$ cat config.mk
export PLATFORM = sky130hd
export DESIGN_NAME = apb_multi_slave_regs
export DESIGN_NICKNAME = d
export VERILOG_FILES = /design/src/rtl/apb_regs_pkg.sv /design/src/rtl/apb_reg_bank.sv /design/src/rtl/apb_multi_slave_regs.sv
export SDC_FILE = /design/constraint.sdc
export NUM_CORES = 2
export LEC_CHECK = 0
export CAP_MARGIN = 20
export CORE_ASPECT_RATIO = 1.5
export CORE_MARGIN = 10
export CORE_UTILIZATION = 37
export CTS_CLUSTER_DIAMETER = 80
export DETAILED_ROUTE_END_ITERATION = 8
export SLEW_MARGIN = 25
export SYNTH_ARGS = -nofsm -noshare
export SYNTH_HDL_FRONTEND = slang
export SYNTH_SLANG_ARGS = --single-unit
$ cat constraint.sdc
create_clock -name clk -period 3.4 [get_ports clk]
set_input_delay 0.68 -clock clk [delete_from_list [all_inputs] [get_ports clk]]
set_output_delay 0.68 -clock clk [all_outputs]
set_load 0.02 [all_outputs]
$ cat src/rtl/apb_regs_pkg.sv
// Shared types and helpers for the multi-bank APB register completer.
package apb_regs_pkg;

    typedef enum logic [1:0] {IDLE, SETUP, ACCESS} apb_state_e;

    localparam int WCNT_W  = 4;
    localparam int SEL_MAX = 64;

    // True when exactly one bit of the (zero-extended) select vector is set.
    function automatic logic onehot_chk(input logic [SEL_MAX-1:0] vec);
        return (vec != '0) && ((vec & (vec - 1'b1)) == '0);
    endfunction

endpackage

$ cat src/rtl/apb_reg_bank.sv
// One register bank: DEPTH words with a byte-strobe write port and an async read port.
module apb_reg_bank
    import apb_regs_pkg::*;
#(
    parameter int DEPTH  = 16,
    parameter int DATA_W = 32
) (
    input  logic                     clk,
    input  logic                     hresetn,
    input  logic                     we,
    input  logic [$clog2(DEPTH)-1:0] widx,
    input  logic [DATA_W-1:0]        wdata,
    input  logic [DATA_W/8-1:0]      wstrb,
    input  logic [$clog2(DEPTH)-1:0] ridx,
    output logic [DATA_W-1:0]        rdata
);

    localparam int STRB_W = DATA_W / 8;

    logic [DATA_W-1:0] mem [DEPTH];

    always_ff @(posedge clk or negedge hresetn) begin
        if (!hresetn) begin
            for (int w = 0; w < DEPTH; w++) begin
                mem[w] <= '0;
            end
        end else if (we) begin
            for (int b = 0; b < STRB_W; b++) begin
                if (wstrb[b]) begin
                    mem[widx][b*8 +: 8] <= wdata[b*8 +: 8];
                end
            end
        end
    end

    assign rdata = mem[ridx];

endmodule

$ cat src/rtl/apb_multi_slave_regs.sv
// APB4 completer fronting NUM_SLV register banks, with strobes, wait states and pslverr.
// Wait-state insertion is enabled by defining APB_WAIT_STATES_EN.
module apb_multi_slave_regs
    import apb_regs_pkg::*;
#(
    parameter int NUM_SLV  = 4,
    parameter int DEPTH    = 16,
    parameter int ADDR_W   = 32,
    parameter int DATA_W   = 32,
    parameter int WAIT_CYC = 2
) (
    input  logic                  clk,
    input  logic                  hresetn,
    input  logic [NUM_SLV-1:0]    pselx,
    input  logic                  penable,
    input  logic                  pwrite,
    input  logic [ADDR_W-1:0]     paddr,
    input  logic [DATA_W-1:0]     pwdata,
    input  logic [DATA_W/8-1:0]   pstrb,
    output logic [DATA_W-1:0]     prdata,
    output logic                  pready,
    output logic                  pslverr
);

    localparam int STRB_W = DATA_W / 8;
    localparam int BYTE_W = $clog2(STRB_W);
    localparam int IDX_W  = $clog2(DEPTH);
    localparam int BANK_W = (NUM_SLV > 1) ? $clog2(NUM_SLV) : 1;

    apb_state_e        state;
    apb_state_e        stateNext;
    logic [BANK_W-1:0] selIdx;
    logic [BANK_W-1:0] bankQ;
    logic [IDX_W-1:0]  wordQ;
    logic              writeQ;
    logic              errQ;
    logic [WCNT_W-1:0] wcnt;
    logic              setupReq;
    logic              setupTake;
    logic              accessStart;
    logic              commit;
    logic              addrErr;
    logic [DATA_W-1:0] bankRdata [NUM_SLV];
    logic [NUM_SLV-1:0] bankWe;

    assign setupReq    = (|pselx) && !penable;
    assign setupTake   = setupReq && ((state == IDLE) || ((state == ACCESS) && pready));
    assign accessStart = (state == SETUP) && penable;
    assign commit      = pready && writeQ && !errQ;
    assign addrErr     = (paddr >> (BYTE_W + IDX_W)) != '0;

    always_ff @(posedge clk or negedge hresetn) begin
        if (!hresetn) begin
            state <= IDLE;
        end else begin
            state <= stateNext;
        end
    end

    always_comb begin
        stateNext = state;
        case (state)
            IDLE:    if (setupReq) stateNext = SETUP;
            SETUP:   stateNext = penable ? ACCESS : IDLE;
            ACCESS:  if (pready) stateNext = setupReq ? SETUP : IDLE;
            default: stateNext = IDLE;
        endcase
    end

    always_comb begin
        pready  = (state == ACCESS) && (wcnt == '0);
        pslverr = pready && errQ;
    end

    always_comb begin
        selIdx = '0;
        for (int i = 0; i < NUM_SLV; i++) begin
            if (pselx[i]) selIdx = i[BANK_W-1:0];
        end
    end

    // Transfer attributes are captured once per setup; ACCESS-phase bus changes are ignored.
    always_ff @(posedge clk or negedge hresetn) begin
        if (!hresetn) begin
            bankQ  <= '0;
            wordQ  <= '0;
            writeQ <= 1'b0;
            errQ   <= 1'b0;
        end else if (setupTake) begin
            bankQ  <= selIdx;
            wordQ  <= paddr[BYTE_W +: IDX_W];
            writeQ <= pwrite;
            errQ   <= !onehot_chk(SEL_MAX'(pselx)) || addrErr;
        end
    end

`ifdef APB_WAIT_STATES_EN
    always_ff @(posedge clk or negedge hresetn) begin
        if (!hresetn) begin
            wcnt <= '0;
        end else if (accessStart) begin
            wcnt <= WCNT_W'(WAIT_CYC);
        end else if ((state == ACCESS) && (wcnt != '0)) begin
            wcnt <= wcnt - 1'b1;
        end
    end
`else
    assign wcnt = '0;
`endif

    always_ff @(posedge clk or negedge hresetn) begin
        if (!hresetn) begin
            prdata <= '0;
        end else if (accessStart && !writeQ && !errQ) begin
            prdata <= bankRdata[bankQ];
        end
    end

    for (genvar g = 0; g < NUM_SLV; g++) begin : gBank
        assign bankWe[g] = commit && (bankQ == BANK_W'(g));

        apb_reg_bank #(
            .DEPTH  (DEPTH),
            .DATA_W (DATA_W)
        ) uBank (
            .clk     (clk),
            .hresetn (hresetn),
            .we      (bankWe[g]),
            .widx    (wordQ),
            .wdata   (pwdata),
            .wstrb   (pstrb),
            .ridx    (wordQ),
            .rdata   (bankRdata[g])
        );
    end

endmodule

==> impl_metrics.json <==
{
  "status": "finished, final reports clean",
  "crit_buf_inv": 3,
  "slowest_delay_ns": 0.59,
  "die_h_um": 643,
  "clock-root-buffer": "clkbuf_16",
  "path_cells": "buf_4 > inv_1 > nor2_2 > buf_12 > nand3_1 > nor2_2 > mux2_2",
  "antenna_found_initial": 12,
  "reg2reg_to": "gBank[2].uBank.mem[302]$_DFFE_PN0P_",
  "top_usage_layer": "met2",
  "yosys.cell_types.count": 56,
  "layout-drive-gt1-share_pct": 52.8,
  "cp-end-kind": "register",
  "p_leak_nw": 52.3,
  "gp_congestion": 0.805,
  "worstPathRequired_ns": 4.11,
  "hold_viol": 0,
  "swShare_pct": 26.7,
  "startpoint": "wordQ[1]$_DFFE_PN0P_",
  "layout_common_cells": "2304 x mux2_2, 2085 x dfrtp_1, 358 x mux4_2",
  "start_util_pct": 37.2,
  "wl_per_cell_um": 26.9,
  "critPathTopFamily": "simple AND/OR/NAND/NOR gates",
  "r2r_cells": 7,
  "area_delta_synth_final_pct": 13.2,
  "synth_nets": 6423,
  "grt_use_met2_pct": 33.7,
  "powerDensity_nw_per_um2": 521,
  "fmax_ghz": 0.313,
  "netlist_instances": 6347,
  "worst_ep_arrival_time_ns": 3.91,
  "grt_usage_pct": 18.9,
  "min_period_over_period_pct": 94.1,
  "rsz0062_at_grt": "no",
  "hpwl_mm": 185,
  "nNetsFinal": 6500,
  "clock_latency_ns": 0.86,
  "cp-start-kind": "register",
  "cp_num_cells": 7,
  "p_switching_mw": 15.1,
  "vdd_drop_max_v": 0.000423,
  "grt_use_met3_pct": 2.23,
  "path_class": "register to register",
  "fp.dieW_um": 436,
  "cts.clk_slew.worst_paths_ns": 0.07,
  "fin_skew_ns": 0.0402,
  "postRouteAntennaNets": 0,
  "combPwrFrac_pct": 13.3,
  "grt_pass1_vias": 60600,
  "avgSynthCellArea_um2": 15.1,
  "cts_post_setup_buffers_inserted": 0,
  "fin_hold_ws_ns": 0.0916,
  "cts_tree": "yes",
  "ctsHtreeMaxLevel": 4,
  "grt_overflow": 0,
  "ios": 110,
  "slowest_stage": "nor2_2",
  "post_cts_resized": 0,
  "cts_hold_buf": 1,
  "cts_buffers": 205,
  "dr.pass1.iters": 5,
  "wl_mm": 270,
  "final-setup-viol-count": 0,
  "hp-class": "primary input to register",
  "syn_area_um2": 95800,
  "grt_use_met1_pct": 22.5,
  "synth-seq-area-share_pct": 54.6,
  "worst_pin_slew_ns": 1.13,
  "drv_slew": 0,
  "synth_warnings": 0,
  "clock_sinks": 2090,
  "drtIter0Drc": 3021,
  "critical_path.endpoint": "gBank[2].uBank.mem[302]$_DFFE_PN0P_",
  "power.internal_mw": 41.4,
  "r2r_start": "wordQ[1]$_DFFE_PN0P_",
  "seqPwrFrac_pct": 45.8,
  "synth_top_cell_area_share_pct": 54.6,
  "r2r_setup_slack_ns": 0.20,
  "route.detailed.drc": 0,
  "fin_crit_ns": 3.20,
  "dieArea_um2": 280000,
  "grt_max_degree": 161,
  "clockBufferDepth": 4,
  "crit_fanout": 25,
  "vias_per_cell": 5.52,
  "std_cell_rows": 228,
  "core_um2": 258000,
  "portBuffers": 107,
  "synth.ff_latch_count": 2090,
  "clockPowerShare_pct": 41.0,
  "finalSetupTns_ns": 0,
  "grt_first_pass_wirelength_mm": 407,
  "max_cap_viol_count": 0,
  "synth_largest_area_cell": "dfrtp_1",
  "layout_commonest_cell": "mux2_2",
  "crit_top_cell": "nor2_2",
  "vias": 55400,
  "slew_headroom_pct": 24.2,
  "yosys-top-cells-area": "dfrtp_1 55%, mux2_2 27%, mux4_2 8.4%, mux2i_1 1.2%, clkbuf_1 1.1%"
}
==> sequential cells by signal, indices dropped and copies added, names as in the netlist <==
name,flops
bankQ,2
writeQ,1
prdata,32
state,2
errQ,1
gBank.uBank.mem,2048
wordQ,4
==> worst min path at each step <==
stage	from	to	depth (start not counted)
6_report	pwdata[20]	gBank[2].uBank.mem[500]$_DFFE_PN0P_	2
5_1_grt	pwdata[20]	gBank[2].uBank.mem[500]$_DFFE_PN0P_	2
4_1_cts	pwdata[20]	gBank[2].uBank.mem[500]$_DFFE_PN0P_	2
3_5_place_dp	gBank[3].uBank.mem[315]$_DFFE_PN0P_	gBank[3].uBank.mem[315]$_DFFE_PN0P_	1
3_3_place_gp	gBank[3].uBank.mem[315]$_DFFE_PN0P_	gBank[3].uBank.mem[315]$_DFFE_PN0P_	1
2_1_floorplan	hresetn	bankQ[0]$_DFFE_PN0P_	0
==> power groups by stage <==
stage	Sequential [mW]	Combinational, mW	Clock [mW]
floorplan	26.3	3.76	0
global placement	26.3	7.54	0
detailed placement	26.3	7.61	0
CTS	25.9	7.63	23.7
global route	25.9	7.95	24.6
finish	25.9	7.49	23.2
==> cells in the mapped netlist (all sizes together) <==
master and instances:
a211o 1, or2 17, o2111ai 4, nand2 152, nand4bb 1, xnor2 1
a31oi 12, nor2b 17, dfrtp 2090, o221ai 12, o32ai 4, mux2 2309
buf 240, a221oi 28, and2 29, inv 4, o311ai 4, or3 38
nand4 36, or3b 1, a211oi 11, nand3 30, o21ai 23, nor2 143
nor4b 1, a32oi 2, o22a 18, a21oi 1, o31ai 2, mux4 358
clkbuf 294, o22ai 168, mux2i 112, nor3 65, nor4 18, o211ai 18
a22oi 24, o32a 22, nand2b 10, and3 27
==> stage by stage <==
step                      instances  setup slack, ns  cell area, um^2  util [%]  power (mW)
after floorplan                6347             1.21            95800         -        30.0
after global placement         9665            0.252           102000      39.5        33.8
after detailed placement       9665            0.249           102000      39.5        33.9
after CTS                     10000            0.202           108000      42.1        57.2
after global routing          10000           0.0457           108000      42.1        58.4
final                         10000            0.202           108000      42.1        56.5
==> kinds of logic after synthesis <==
logic type / share of synthesized area [%]
muxes: 36.7
DFF: 54.6
buffers and inverters: 2.58
xor gates and xnor gates: 0.00914
AOI/OAI and AO/OA: 2.63
and+or+nand+nor: 3.50
==> layout make-up <==
class	instances	area, um^2
multi-input cells	3719	41200
repair buffers	404	3910
fillers	23200	149000
clock inverters	54	714
diodes	7	17.5
clock buffers	307	6000
inverters	4	15.0
well taps	3450	4320
flip-flops and latches	2090	52300
==> per-layer routing <==
metal  part of all wire, %  vias to the layer above
li1                      -                    23800
met1                    39                    30100
met2                    52                     1014
met3                   3.2                      532
met4                   5.6                        2
met5                0.0041                        -
Power figures use the tool's default switching activity.
